===== src/rtl/zipdbg_pkg.sv =====
// Shared definitions for the ZipCPU debug-port sequencer.
//   seq_state_e : sequencer FSM states
//   CTL_*       : bit positions inside the CPU debug control register
//   DBG_*       : debug-slave register addresses
//   ctl_word()  : builds a well-formed control-register write value
package zipdbg_pkg;

    typedef enum logic [2:0] {
        StIdle,
        StHalt,
        StPoll,
        StData,
        StResume,
        StDone,
        StErr
    } seq_state_e;

    localparam int unsigned CTL_HALT     = 10;
    localparam int unsigned CTL_READY    = 9;
    localparam int unsigned CTL_ADDR_MSB = 4;

    localparam logic DBG_CTRL = 1'b0;
    localparam logic DBG_DATA = 1'b1;

    // Reset, step and cache-clear bits are left at zero on purpose: the sequencer only ever
    // halts/releases the CPU and selects a register.
    function automatic logic [31:0] ctl_word(input logic halt, input logic [4:0] rsel);
        logic [31:0] w;
        w                   = '0;
        w[CTL_HALT]         = halt;
        w[CTL_ADDR_MSB:0]   = rsel;
        return w;
    endfunction

endpackage


===== src/rtl/zipdbg_wbxact.sv =====
// Single-transaction Wishbone master for the debug port.
//   clk_i, rst_i              : clock, synchronous active-high reset
//   start_i                   : launch a transaction with we_i/addr_i/wdata_i (may coincide
//                               with done_o/timeout_o to chain transactions back to back)
//   stb_o, we_o, addr_o,
//   wdata_o                   : Wishbone request fields, held for the whole transaction
//   dbg_ack_i, dbg_stall_i,
//   dbg_data_i                : Wishbone response side
//   done_o                    : ack received this cycle (rdata_o valid)
//   timeout_o                 : transaction abandoned this cycle
//   rdata_o                   : read data accompanying done_o
module zipdbg_wbxact #(
    parameter int unsigned TIMEOUT_BITS = 10
) (
    input  logic        clk_i,
    input  logic        rst_i,
    input  logic        start_i,
    input  logic        we_i,
    input  logic        addr_i,
    input  logic [31:0] wdata_i,
    output logic        stb_o,
    output logic        we_o,
    output logic        addr_o,
    output logic [31:0] wdata_o,
    input  logic        dbg_ack_i,
    input  logic        dbg_stall_i,
    input  logic [31:0] dbg_data_i,
    output logic        done_o,
    output logic        timeout_o,
    output logic [31:0] rdata_o
);

    // A transaction may occupy at most 2^TIMEOUT_BITS-1 cycles: the cycle whose count would
    // step onto all-ones is the last one in which an ack is still accepted.
    localparam logic [TIMEOUT_BITS-1:0] CntLast = {{(TIMEOUT_BITS-1){1'b1}}, 1'b0};

    logic                    active_q, active_d;
    logic                    stb_q, stb_d;
    logic                    we_q, we_d;
    logic                    addr_q, addr_d;
    logic [31:0]             wdata_q, wdata_d;
    logic [TIMEOUT_BITS-1:0] cnt_q, cnt_d;

    always_comb begin
        active_d  = active_q;
        stb_d     = stb_q;
        we_d      = we_q;
        addr_d    = addr_q;
        wdata_d   = wdata_q;
        cnt_d     = cnt_q;
        done_o    = 1'b0;
        timeout_o = 1'b0;

        if (active_q) begin
            if (stb_q && !dbg_stall_i) begin
                stb_d = 1'b0;
            end
            // Ack is honoured while stb is still up, so a zero-wait slave completes in one cycle.
            if (dbg_ack_i) begin
                done_o   = 1'b1;
                active_d = 1'b0;
                stb_d    = 1'b0;
            end else if (cnt_q == CntLast) begin
                timeout_o = 1'b1;
                active_d  = 1'b0;
                stb_d     = 1'b0;
            end else begin
                cnt_d = cnt_q + 1'b1;
            end
        end

        if (start_i) begin
            active_d = 1'b1;
            stb_d    = 1'b1;
            cnt_d    = '0;
            we_d     = we_i;
            addr_d   = addr_i;
            wdata_d  = wdata_i;
        end
    end

    always_ff @(posedge clk_i) begin
        if (rst_i) begin
            active_q <= 1'b0;
            stb_q    <= 1'b0;
            we_q     <= 1'b0;
            addr_q   <= 1'b0;
            wdata_q  <= '0;
            cnt_q    <= '0;
        end else begin
            active_q <= active_d;
            stb_q    <= stb_d;
            we_q     <= we_d;
            addr_q   <= addr_d;
            wdata_q  <= wdata_d;
            cnt_q    <= cnt_d;
        end
    end

    assign stb_o   = stb_q;
    assign we_o    = we_q;
    assign addr_o  = addr_q;
    assign wdata_o = wdata_q;
    assign rdata_o = dbg_data_i;

endmodule


===== src/rtl/zipdbg_sequencer.sv =====
// Host-side ZipCPU debug sequencer: turns one register read/write request into
// halt -> poll-ready -> data access -> optional release on the debug Wishbone port.
//   i_clk, i_rst            : clock, synchronous active-high reset
//   i_req, i_req_we,
//   i_req_reg, i_req_data,
//   i_req_resume            : request, accepted when i_req && !o_busy
//   o_busy                  : sequence in progress
//   o_done, o_err           : one-cycle completion pulse, with error flag
//   o_rd_data               : read result, valid with o_done && !o_err
//   o_dbg_*, i_dbg_*        : debug Wishbone master port (addr 0 control, 1 data)
module zipdbg_sequencer
    import zipdbg_pkg::*;
#(
    parameter int unsigned TIMEOUT_BITS = 10,
    parameter int unsigned POLL_LIMIT   = 15
) (
    input  logic        i_clk,
    input  logic        i_rst,
    input  logic        i_req,
    input  logic        i_req_we,
    input  logic [4:0]  i_req_reg,
    input  logic [31:0] i_req_data,
    input  logic        i_req_resume,
    output logic        o_busy,
    output logic        o_done,
    output logic        o_err,
    output logic [31:0] o_rd_data,
    output logic        o_dbg_cyc,
    output logic        o_dbg_stb,
    output logic        o_dbg_we,
    output logic        o_dbg_addr,
    output logic [31:0] o_dbg_data,
    input  logic        i_dbg_ack,
    input  logic        i_dbg_stall,
    input  logic [31:0] i_dbg_data
);

    localparam int unsigned      PollW   = $clog2(POLL_LIMIT + 1);
    localparam logic [PollW-1:0] PollMax = PollW'(POLL_LIMIT);

    seq_state_e       state_q, state_d;
    logic             we_q, we_d;
    logic [4:0]       reg_q, reg_d;
    logic [31:0]      data_q, data_d;
    logic             resume_q, resume_d;
    logic [31:0]      rd_q, rd_d;
    logic [PollW-1:0] poll_q, poll_d;
    logic [PollW-1:0] poll_inc;

    logic             xact_start;
    logic             xact_we;
    logic             xact_addr;
    logic [31:0]      xact_wdata;
    logic             xact_done;
    logic             xact_timeout;
    logic [31:0]      xact_rdata;
    logic             in_bt;

    assign in_bt    = state_q inside {StHalt, StPoll, StData, StResume};
    assign poll_inc = (poll_q == PollMax) ? poll_q : poll_q + 1'b1;

    always_comb begin
        state_d    = state_q;
        we_d       = we_q;
        reg_d      = reg_q;
        data_d     = data_q;
        resume_d   = resume_q;
        rd_d       = rd_q;
        poll_d     = poll_q;
        xact_start = 1'b0;
        xact_we    = 1'b0;
        xact_addr  = DBG_CTRL;
        xact_wdata = '0;

        unique case (state_q)
            // DONE/ERR do not count as busy, so a new request may chain straight in.
            StIdle, StDone, StErr: begin
                if (i_req) begin
                    we_d       = i_req_we;
                    reg_d      = i_req_reg;
                    data_d     = i_req_data;
                    resume_d   = i_req_resume;
                    poll_d     = '0;
                    state_d    = StHalt;
                    xact_start = 1'b1;
                    xact_we    = 1'b1;
                    xact_wdata = ctl_word(1'b1, i_req_reg);
                end else begin
                    state_d = StIdle;
                end
            end
            StHalt: begin
                if (xact_done) begin
                    state_d    = StPoll;
                    xact_start = 1'b1;
                end else if (xact_timeout) begin
                    state_d = StErr;
                end
            end
            StPoll: begin
                if (xact_done) begin
                    if (xact_rdata[CTL_READY]) begin
                        state_d    = StData;
                        xact_start = 1'b1;
                        xact_we    = we_q;
                        xact_addr  = DBG_DATA;
                        xact_wdata = we_q ? data_q : 32'h0;
                    end else begin
                        poll_d = poll_inc;
                        if (poll_inc == PollMax) begin
                            state_d = StErr;
                        end else begin
                            xact_start = 1'b1;
                        end
                    end
                end else if (xact_timeout) begin
                    state_d = StErr;
                end
            end
            StData: begin
                if (xact_done) begin
                    if (!we_q) begin
                        rd_d = xact_rdata;
                    end
                    if (resume_q) begin
                        state_d    = StResume;
                        xact_start = 1'b1;
                        xact_we    = 1'b1;
                        xact_wdata = ctl_word(1'b0, reg_q);
                    end else begin
                        state_d = StDone;
                    end
                end else if (xact_timeout) begin
                    state_d = StErr;
                end
            end
            StResume: begin
                if (xact_done) begin
                    state_d = StDone;
                end else if (xact_timeout) begin
                    state_d = StErr;
                end
            end
            default: state_d = StIdle;
        endcase
    end

    always_ff @(posedge i_clk) begin
        if (i_rst) begin
            state_q  <= StIdle;
            we_q     <= 1'b0;
            reg_q    <= '0;
            data_q   <= '0;
            resume_q <= 1'b0;
            rd_q     <= '0;
            poll_q   <= '0;
        end else begin
            state_q  <= state_d;
            we_q     <= we_d;
            reg_q    <= reg_d;
            data_q   <= data_d;
            resume_q <= resume_d;
            rd_q     <= rd_d;
            poll_q   <= poll_d;
        end
    end

    zipdbg_wbxact #(
        .TIMEOUT_BITS (TIMEOUT_BITS)
    ) u_xact (
        .clk_i       (i_clk),
        .rst_i       (i_rst),
        .start_i     (xact_start),
        .we_i        (xact_we),
        .addr_i      (xact_addr),
        .wdata_i     (xact_wdata),
        .stb_o       (o_dbg_stb),
        .we_o        (o_dbg_we),
        .addr_o      (o_dbg_addr),
        .wdata_o     (o_dbg_data),
        .dbg_ack_i   (i_dbg_ack),
        .dbg_stall_i (i_dbg_stall),
        .dbg_data_i  (i_dbg_data),
        .done_o      (xact_done),
        .timeout_o   (xact_timeout),
        .rdata_o     (xact_rdata)
    );

    assign o_busy    = in_bt;
    assign o_dbg_cyc = in_bt;
    assign o_done    = (state_q == StDone) || (state_q == StErr);
    assign o_err     = (state_q == StErr);
    assign o_rd_data = rd_q;

endmodule

===== config.mk =====
export PLATFORM = sky130hd
export DESIGN_NAME = zipdbg_sequencer
export DESIGN_NICKNAME = d
export VERILOG_FILES = /design/src/rtl/zipdbg_pkg.sv /design/src/rtl/zipdbg_wbxact.sv /design/src/rtl/zipdbg_sequencer.sv
export SDC_FILE = /design/constraint.sdc
export NUM_CORES = 1
export LEC_CHECK = 0
export ABC_AREA = 0
export BUFFER_PORTS_ARGS = -buffer_cell sky130_fd_sc_hd__buf_2
export CORE_ASPECT_RATIO = 1.1
export CORE_UTILIZATION = 40
export DETAILED_ROUTE_END_ITERATION = 6
export GPL_ROUTABILITY_DRIVEN = 0
export PLACE_DENSITY = 0.63
export REMOVE_ABC_BUFFERS = 1
export SLEW_MARGIN = 20
export SYNTH_ARGS = -nofsm -noshare
export SYNTH_HDL_FRONTEND = slang
export SYNTH_HIERARCHICAL = 1
export SYNTH_SLANG_ARGS = --single-unit

===== constraint.sdc =====
create_clock -name i_clk -period 2.2 [get_ports i_clk]
set_clock_uncertainty 0.05 [all_clocks]
set_input_delay 0 -clock i_clk [delete_from_list [all_inputs] [get_ports i_clk]]
set_output_delay 0 -clock i_clk [all_outputs]
set_load 0.005 [all_outputs]

======== Word-level counts from Yosys, hierarchy flattened ========
Cells that the tools add are included.
storage, ports and cells
  bits in registers ....................... 124
  logic and storage cells ................. 96
operators by class
  add/sub/neg operators ................... 2
  equal/unequal tests ..................... 13
  mux-type cells .......................... 50
  bitwise gates (word level) .............. 3
  reduce and logical (&&, ||, !) cells .... 15
operators with widths
  cell                                                 number
  two-way mux 32 bit                                   3
  one-hot mux 32 bit (3 select lines)                  1
  two-way mux 1 bit                                    28
  two-way mux 3 bit                                    7
  two-way mux 4 bit                                    4
  one-hot mux 3 bit (5 select lines)                   1
  two-way mux 11 bit                                   1
  adder 10 x 1 -> 10 bit, second input constant        1
  equality test 10 bit, second input constant          1
  two-way mux 5 bit                                    2
  equality test 3 bit, second input constant           3
  equality test 4 bit, second input constant           2
  one-hot mux 4 bit (2 select lines)                   1
  nonzero test 4 bit                                   2
  equality test 3 x 2 -> 1 bit, second input constant  2
  AND reduction 3 bit                                  2
  adder 4 x 1 -> 4 bit, second input constant          1
  inequality test 2 bit, second input constant         2
  inequality test 4 bit, second input constant         1
  one-hot mux 1 bit (4 select lines)                   1
  AND reduction 2 bit                                  2
  AND reduction 4 bit                                  1
  nonzero test 2 bit                                   2
  equality test 3 x 1 -> 1 bit, second input constant  1
  other kinds (9)                                      11

======== Logic depth before layout (Yosys ltp) ========
Gate-level depths: netlist (run 1).
  depth after elaboration ................. 9
  mapped depth ............................ 11
  mapped depth without buffers ............ 9

======== Modules after synthesis ========
The synthesis (run 1) kept the hierarchy.
modules (own cells, without submodules)
  module            times used  cells each  area each (µm²)
  zipdbg_sequencer  1           437         3364.5
  zipdbg_wbxact     1           214         2048.2

======== Worst setup path after synthesis (run 1) ========
OpenSTA, ideal clock, no wires.
  path type ............................... register to register
  start ................................... register poll_q[0]
  end ..................................... register u_xact.addr_q (netlist: u_xact/addr_o)
  setup time .............................. 0.128 ns
  arrival time ............................ 2.173 ns
  required time ........................... 2.022 ns
  setup slack ............................. -0.150 ns
  stages on the path, launching flop included .. 10
  clock period less this slack ............ 2.350 ns
  cells stage by stage .................... dfxtp_1 -> ha_1 -> nor4bb_1 -> a211oi_1 -> a2111oi_0 -> o31ai_1 -> buf_2 -> buf_2 -> mux2i_1 -> nor2_1
on the way
  cells in the longest elaborated chain, start to end .. 7
  elaborated cells between the ends (all ways) .. 8
  those cells by class .................... add/sub (1); eq/ne (2); mux (5)
ends and longest elaborated chain
  item                                                         line                     RTL
  start: declaration                                           zipdbg_sequencer.sv:47   logic [PollW-1:0] poll_q, poll_d;
  start signal: assignment                                     zipdbg_sequencer.sv:164  poll_q <= poll_d;
  adder 4 x 1 -> 4 bit or equality test 4 bit (tied branches)  zipdbg_sequencer.sv:60   assign poll_inc = (poll_q == PollMax) ? poll_q : poll_q + 1'b1;
  two-way mux 4 bit (*)                                        zipdbg_sequencer.sv:60
  equality test 4 bit (*)                                      zipdbg_sequencer.sv:110  if (poll_inc == PollMax) begin
  two-way mux 1 bit (*)                                        zipdbg_sequencer.sv:110
  two-way mux 1 bit (*)                                        zipdbg_sequencer.sv:102  if (xact_rdata[CTL_READY]) begin
  two-way mux 1 bit (*)                                        zipdbg_sequencer.sv:101  if (xact_done) begin
  one-hot mux 1 bit (4 select lines) (*)                       zipdbg_sequencer.sv:75   unique case (state_q)
  via xact_start                                               zipdbg_sequencer.sv:50   logic xact_start;
  end signal: assignment                                       zipdbg_wbxact.sv:94      addr_q <= addr_d;
  end: declaration                                             zipdbg_wbxact.sv:40      logic addr_q, addr_d;
The timed path passes the listed nets; every way through them passes the cells marked *.
A chain may end at the register's enable or synchronous reset.

======== Worst setup path after layout (run 1) ========
  start ................................... register poll_q[0]
  end ..................................... register u_xact.wdata_q[18] (netlist: u_xact/wdata_o[18])
on the way
  cells in the longest elaborated chain, start to end .. 7
  elaborated cells between the ends (all ways) .. 8
  those cells by class .................... add/sub (1); eq/ne (2); mux (5)
ends and longest elaborated chain
  item                                                         line                     RTL
  adder 4 x 1 -> 4 bit or equality test 4 bit (tied branches)  zipdbg_sequencer.sv:60
  two-way mux 4 bit (*)                                        zipdbg_sequencer.sv:60
  equality test 4 bit (*)                                      zipdbg_sequencer.sv:110
  two-way mux 1 bit (*)                                        zipdbg_sequencer.sv:110
  two-way mux 1 bit (*)                                        zipdbg_sequencer.sv:102
  two-way mux 1 bit (*)                                        zipdbg_sequencer.sv:101
  one-hot mux 1 bit (4 select lines) (*)                       zipdbg_sequencer.sv:75
  via xact_start                                               zipdbg_sequencer.sv:50
  end signal: assignment                                       zipdbg_wbxact.sv:95      wdata_q <= wdata_d;
  end: declaration                                             zipdbg_wbxact.sv:41      logic [31:0] wdata_q, wdata_d;
Marked as above.

==> results of run 1 <==
-- per-layer routing --
metal,routed length (um),part of all wire [%]
met4,241,1.7
met5,0,0
met3,667,4.6
met2,7410,52
met1,6060,42
-- cell usage in the layout (no fill, tap or decap), drive strengths merged, types with 6 or more instances in the layout --
cell,instances
dlygate4sd3,74
nand2,159
buf,181
dfxtp,124
mux2i,34
nand2b,7
inv,7
nand3,6
nor2,51
and2,29
o21ai,10
clkbuf,28
a21oi,77
-- cells by family after synthesis --
logic type	share of synthesized area, %
AND/OR/NAND/NOR	24.0
buffers and inverters	8.85
AO/OA/AOI/OAI	13.2
flip-flops	45.9
XOR/XNOR	1.13
multiplexers	6.29
adder cells (fa/ha/maj)	0.694
-- critical path: stages (launching register included) --
cell       delay, ns
dfxtp_2         0.33
ha_4            0.24
nor4bb_4        0.15
a211oi_2        0.31
a2111oi_4       0.07
o31ai_4         0.26
buf_6           0.19
buf_12          0.14
mux2i_1         0.21
nor2_1          0.06
-- registers in the layout, summed over array words and instances (netlist names) --
signal,flops
u_xact/stb_o,1
u_xact/addr_o,1
state_q,3
o_rd_data,32
we_q,1
reg_q,5
u_xact/wdata_o,32
resume_q,1
data_q,32
poll_q,4
u_xact/we_o,1
u_xact/cnt_q,10
u_xact/active_q,1
-- path summary, 6_finish.rpt --
check	from	to	slack, ns	cells after the start
hold reg to reg	data_q[16]	data_q[16]	0.40	2
hold / removal	i_dbg_ack	u_xact/cnt_q[0]	0.09	5
setup reg to reg	poll_q[0]	u_xact/wdata_o[18]	0.05	9
setup / recovery	poll_q[0]	u_xact/wdata_o[18]	0.05	9
-- power groups by stage --
stage / registers, mW / logic (mW) / clock network, mW
after floorplan: 2.39 / 0.241 / 0
after global placement: 2.39 / 0.465 / 0
after detailed placement: 2.40 / 0.474 / 0
after CTS: 2.35 / 0.633 / 2.98
after global routing: 2.36 / 0.683 / 3.08
final: 2.35 / 0.628 / 2.93
-- metrics by stage --
step	area (um2)	setup TNS, ns	hold WS [ns]	utilization [%]
2_1_floorplan	4960	-158.34	0.0162	-
3_3_place_gp	6200	-6.94	0.190	47.0
3_5_place_dp	6200	-8.30	0.197	47.0
4_1_cts	7750	-0.274	0.0732	58.7
5_1_grt	7750	-0.483	0.116	58.7
6_report	7750	0	0.0940	58.7
-- area by class of cell --
type | instances | area [um2] | share of cell area [%]
multi-input combinational | 446 | 2560 | 33.0
sequential | 124 | 2490 | 32.1
timing repair buffer | 256 | 1850 | 23.9
clock buffer | 27 | 523 | 6.75
tap | 161 | 201 | 2.60
clock inverter | 5 | 103 | 1.32
inverter | 7 | 26.3 | 0.339
-- what timing repair did --
action                                 CTS  global route
resized for setup                       18             1
hold buffers                            74             0
endpoints found under the hold margin   78             0
pin swaps                                5             7
setup buffers                            4             2
setup endpoints to repair               45            45
gates cloned                             2             1
==> impl_metrics.ini, run 1 <==
[worst_setup_path]
arrival_ns = 2.39
worst-path-max-fanout = 7
worstSetupEndpointType = flop
crit_type = flop to flop
worstSetupStartpointType = flop
worst_ep_required_time_ns = 2.44

[route]
vias_per_cell = 4.91
num_vias = 5042
drt-total-wl_um = 14400
drtIter0Drc = 179
dr.pass1.iters = 5
wl_per_cell_um = 14.0
drc = 0
antenna_left = 0

[floorplanning]
start_util_pct = 41.0
core-area_um2 = 13200
die_y_um = 124
io_pins = 147
placementRows = 44
dieArea_um2 = 14000
die_w_um = 113

[power_and_ir_drop]
p_leak_nw = 3.37
vdd_drop_max_uv = 547
p_total_mw = 5.90
combinationalPowerShare_pct = 10.6
power_density_nw_per_um2 = 762
intPower_mw = 4.61
seqPwrFrac_pct = 39.8
clock_power_share_pct = 49.6
p_sw_share_pct = 21.9
switchingPower_mw = 1.29

[finish]
drive_gt1_share_pct = 27.3
finalNonFillerCells = 1026
fill_cells = 1135
syn2layout_area_growth_pct = 43.2
antenna_cells = 0
fin_nets = 931

[synth]
yosys.area.top_type = dfxtp_1
post-synth-top-count-cell = nand2_1
synth_top_area_share_pct = 45.9
ys_async_sr_fraction_pct = 0
syn_avg_cell_area_um2 = 8.31
synth_area_um2 = 5410
ys.flop_type = dfxtp_1
synth_seq_area_share_pct = 45.9
synthTopCellsByCount = nand2_1, dfxtp_1, a21oi_1
synth_edf_count = 0
synthDistinctLibCells = 59
ys_warn_count = 6
synth_seq_cells = 124
yosys-top-cells-area = dfxtp_1, nand2_1, a21oi_1, mux2i_1, buf_4
postSynthCellCount = 651

[global_routing]
grt_pass1_vias = 4766
grt_overflow = 0
met2_usage_pct = 36.4
antenna_found_initial = 0
grt_max_degree = 46
gr-max-usage-layer = met2
met3_usage_pct = 5.30
grt_first_pass_wirelength_um = 22400
grt_util_met1_pct = 23.5
grt_usage_pct = 20.5

[timing]
finalCritPeriodShare_pct = 97.8
rsz0062_at_grt = true
layout_setup_ws_ns = 0.0489
fin_crit_ns = 2.15
hold_viol_final = 0
drv_slew = 0
tightest_slew_ns = 0.543
setup_violations = 0
relSlewSlack_pct = 63.8
fmax_mhz = 465

[clocking]
clock_latency_ns = 0.42
clockBufferDepth = 2
cts_max_level = 4
cts-root-buf = clkbuf_16
numCtsBuffers = 17
tritoncts = yes
clk_transition_reported_paths_ns = 0.05
cts_sinks = 124

[placed_design]
numPortBuffers = 146
place_ws_ns = -0.241
dp_hpwl_um = 8930
dp_cells = 914

[worst_hold_path]
min_path_type = input pin to flop

[job]
cap_violations = 0

[run_status]
outcome = complete, no violations
Note: power is estimated with default switching activity, not from simulation.
==> run 2, diff against run 1 <==
CELL_PAD_IN_SITES_DETAIL_PLACEMENT = 1   (was unset)
CELL_PAD_IN_SITES_GLOBAL_PLACEMENT = 2   (was unset)
CORE_UTILIZATION = 27   (was 40)
MAX_ROUTING_LAYER = met4   (was unset)
PLACE_DENSITY = 0.72   (was 0.63)
==> impl_metrics.ini, run 2 (synthesis results as in run 1) <==
[run_status]
outcome = complete, no violations

[power_and_ir_drop]
switchingPower_mw = 1.35
intPower_mw = 4.31
seqPwrFrac_pct = 41.6
combinationalPowerShare_pct = 11.9
p_total_mw = 5.66
p_sw_share_pct = 23.8
clock_power_share_pct = 46.6
vdd_drop_max_uv = 533
power_density_nw_per_um2 = 721
p_leak_nw = 3.33

[finish]
mostFrequentLayoutCell = nand2_1
syn2layout_area_growth_pct = 44.9
finalNonFillerCells = 1110
drive_gt1_share_pct = 28.3
postLayoutCoreUtil_pct = 40.5
fin_nets = 930
mostFrequentLayoutCells = nand2_1, buf_2, dfxtp_1, a21oi_1, dlygate4sd3_1

[worst_setup_path]
worst-path-max-fanout = 5
arrival_ns = 2.42
worstSetupEndpointType = flop
worst_ep_required_time_ns = 2.45
crit_type = flop to flop
slowest_delay_ns = 0.36
worstSetupStartpointType = flop
slowest_stage = dfxtp_4
crit_chain = ha_4 > nor4bb_4 > a211oi_2 > a2111oi_4 > o31ai_4 > buf_6 > buf_6 > buf_12 > mux2i_2 > nor2_1
crit_top_cell = buf_6

[global_routing]
antenna_found_initial = 1
grt_pass1_vias = 5366
grt_overflow = 0
grt_usage_pct = 17.6
grt_first_pass_wirelength_um = 27000
grt_max_degree = 56

[clocking]
clock_latency_ns = 0.42
cts-root-buf = clkbuf_16
clk_transition_reported_paths_ns = 0.06
clockBufferDepth = 2
tritoncts = yes
numCtsBuffers = 17
cts_max_level = 4
cts_sinks = 124

[floorplanning]
core-area_um2 = 19400
dieArea_um2 = 20600
die_w_um = 137
placementRows = 53
io_pins = 147
die_y_um = 151
start_util_pct = 28.0

[route]
antenna_left = 0
wl_per_cell_um = 15.6
drtIter0Drc = 225
drt-total-wl_um = 17400
num_vias = 5133
dr.pass1.iters = 4
vias_per_cell = 4.62
drc = 0

[timing]
tightest_slew_ns = 0.477
setup_violations = 0
fmax_mhz = 460
hold_viol_final = 0
fin_crit_ns = 2.18
drv_slew = 0
relSlewSlack_pct = 68.1
rsz0062_at_grt = true
finalCritPeriodShare_pct = 98.9

[placed_design]
numPortBuffers = 146
dp_cells = 996
dp_hpwl_um = 10800

[worst_hold_path]
min_path_type = input pin to flop

[job]
cap_violations = 0
run 2: cell types whose count changed in the layout (fill, tap and decap cells not counted), sizes merged:
cell | previous run | this run
clkinv | 1 | 4
buf | 181 | 180
diode | 0 | 1
bufinv | 3 | 1
clkinvlp | 1 | 2
clkbuf | 28 | 24
run 2: worst paths after layout:
check | from | endpoint | slack [ns] | depth (start not counted)
hold reg to reg | data_q[19] | data_q[19] | 0.40 | 2
setup / recovery | poll_q[1] | u_xact/wdata_o[23] | 0.02 | 10
setup reg to reg | poll_q[1] | u_xact/wdata_o[23] | 0.02 | 10
hold / removal | i_req | data_q[5] | 0.08 | 4
run 2: worst max-delay path: cells and delay by family (launching register included):
kind	cells	cell delay [ns]
buf+inv	3	0.41
simple gates	2	0.21
flops	1	0.36
mux	1	0.21
fa+ha+maj	1	0.24
compound gates	3	0.58
run 2: repair_timing:
item / CTS / global route
endpoints found under the setup margin: 46 / 43
endpoints found under the hold margin: 86 / 0
pin swaps: 5 / 5
gates resized for setup: 20 / 12
buffers inserted: 5 / 2
gates cloned: 4 / 1
hold buffers: 74 / 0
run 2: cell type report:
| class | count | area [um2] |
|---|---|---|
| well taps | 247 | 309 |
| clock buffers | 23 | 488 |
| clock inverters | 7 | 65.1 |
| flip-flops and latches | 124 | 2490 |
| repair buffers | 255 | 1880 |
| multi-input cells | 446 | 2580 |
| inverters | 7 | 26.3 |
| fillers | 2294 | 11500 |
| diodes | 1 | 2.50 |
run 2: power by group through the flow:
stage                     clock network, mW  registers [mW]  logic, mW
after floorplan                           0            2.39      0.241
after global routing                   2.82            2.36      0.729
after detailed placement                  0            2.40      0.474
after CTS                              2.72            2.35      0.681
after global placement                    0            2.40      0.462
final                                  2.63            2.35      0.671
run 2: through the flow:
step	setup WS, ns	hold WS [ns]	setup TNS (ns)	instance area [um2]
final	0.0249	0.0800	0	7840
after global routing	-0.0699	0.0847	-0.947	7840
after CTS	-0.101	0.0587	-0.730	7820
after detailed placement	-0.263	0.199	-8.02	6280
after global placement	-0.153	0.190	-4.65	6280
after floorplan	-3.81	0.0162	-158.34	4960
run 2: layer usage:
layer,part of all wire [%],vias up,GRT usage (%)
met1,43,2451,19.0
li1,-,2532,-
met5,0,-,-
met3,5.9,18,5.86
met2,50,132,30.3
met4,1.3,0,5.33
==> run 3, diff against run 2 <==
SETUP_SLACK_MARGIN = 0.05   (was unset)
==> impl_metrics.ini, run 3 (synthesis results as in run 1) <==
[finish]
syn2layout_area_growth_pct = 46.2
fin_nets = 933
mostFrequentLayoutCell = nand2_1
drive_gt1_share_pct = 28.7
mostFrequentLayoutCells = nand2_1, buf_2, dfxtp_1, a21oi_1, dlygate4sd3_1
postLayoutCoreUtil_pct = 40.9

[power_and_ir_drop]
p_total_mw = 5.68
power_density_nw_per_um2 = 718
p_leak_nw = 3.36
vdd_drop_max_uv = 526

[floorplanning]
dieArea_um2 = 20600
die_w_um = 137
die_y_um = 151
io_pins = 147
placementRows = 53
start_util_pct = 28.0
core-area_um2 = 19400

[timing]
fmax_mhz = 455
finalCritPeriodShare_pct = 99.9
layout_setup_ws_ns = 0.00243
fin_crit_ns = 2.20
relSlewSlack_pct = 67.5
rsz0062_at_grt = true
drv_slew = 0
setup_violations = 0
tightest_slew_ns = 0.485
hold_viol_final = 0

[route]
drt-total-wl_um = 17500
vias_per_cell = 4.63
wl_per_cell_um = 15.7
num_vias = 5154
antenna_left = 0
wl_met1_um = 7450
drtIter0Drc = 157
dr.max_layer_used = met4
drc = 0
wl_met2_um = 8800
met3WireLength_um = 1030
dr.pass1.iters = 4

[placed_design]
dp_hpwl_um = 10800
place_ws_ns = -0.263
numPortBuffers = 146

[clocking]
cts-root-buf = clkbuf_16
numCtsBuffers = 17
tritoncts = yes
clk_transition_reported_paths_ns = 0.06
cts_sinks = 124
cts_max_level = 4
clock_latency_ns = 0.41
clockBufferDepth = 2

[worst_setup_path]
worstSetupEndpointType = flop
worstSetupStartpointType = flop
worst_ep_required_time_ns = 2.45
arrival_ns = 2.44
crit_type = flop to flop
worst-path-max-fanout = 5

[run_status]
outcome = complete, no violations

[global_routing]
grt_pass1_vias = 5369
antenna_found_initial = 1
grt_overflow = 0
grt_first_pass_wirelength_um = 27300
grt_usage_pct = 17.8
grt_max_degree = 56

[job]
cap_violations = 0

[worst_hold_path]
min_path_type = input pin to flop
==> run 3: power breakdown <==
group / switching [mW] / internal, mW / leakage (nW)
logic: 0.332 / 0.370 / 2.08
registers: 0.0397 / 2.31 / 1.01
clock network: 0.980 / 1.65 / 0.271
total: 1.35 / 4.33 / 3.36
==> run 3: cell type report <==
cell class | count | area, um2
Fill cell | 2290 | 11500
Multi-Input combinational cell | 446 | 2580
Sequential cell | 124 | 2490
Clock inverter | 7 | 65.1
Clock buffer | 23 | 488
Timing Repair Buffer | 258 | 1950
Tap cell | 247 | 309
Antenna cell | 1 | 2.50
Inverter | 7 | 26.3
==> run 3: layer usage <==
metal | up-vias | global-route usage (%)
li1 | 2532 | -
met2 | 133 | 31.0
met5 | - | -
met3 | 18 | 5.89
met4 | 0 | 5.33
met1 | 2471 | 19.0
==> run 3: worst paths after layout <==
path	startpoint	end	slack, ns	cells after the start
setup / recovery	poll_q[1]	u_xact/wdata_o[23]	0.002	10
hold / removal	i_req	data_q[5]	0.08	4
setup reg to reg	poll_q[1]	u_xact/wdata_o[23]	0.002	10
hold reg to reg	data_q[29]	data_q[29]	0.40	2
==> run 3: what timing repair did <==
item	CTS	global route
endpoints found under the hold margin	86	0
pin swaps	6	6
gates resized for setup	20	16
endpoints found under the setup margin	46	48
hold buffers	74	0
setup buffers	6	2
gates cloned	5	2
==> run 3: per-stage QoR <==
| stage | instances | hold slack (ns) | instance area (um2) | TNS, ns |
|---|---|---|---|---|
| floorplan | 577 | 0.0162 | 4960 | -158.34 |
| global placement | 996 | 0.190 | 6280 | -4.65 |
| detailed placement | 996 | 0.199 | 6280 | -8.02 |
| CTS | 1110 | 0.0587 | 7850 | -1.37 |
| global route | 1113 | 0.0792 | 7910 | -1.02 |
| finish | 1113 | 0.0771 | 7910 | 0 |
==> run 3: worst max-delay path, stage by stage, from the launching register on <==
cell	delay [ns]
dfxtp_4	0.35
ha_4	0.25
nor4bb_4	0.15
a211oi_2	0.30
a2111oi_4	0.07
o31ai_4	0.23
buf_6	0.18
buf_6	0.11
buf_12	0.13
mux2i_2	0.21
nor2_1	0.06
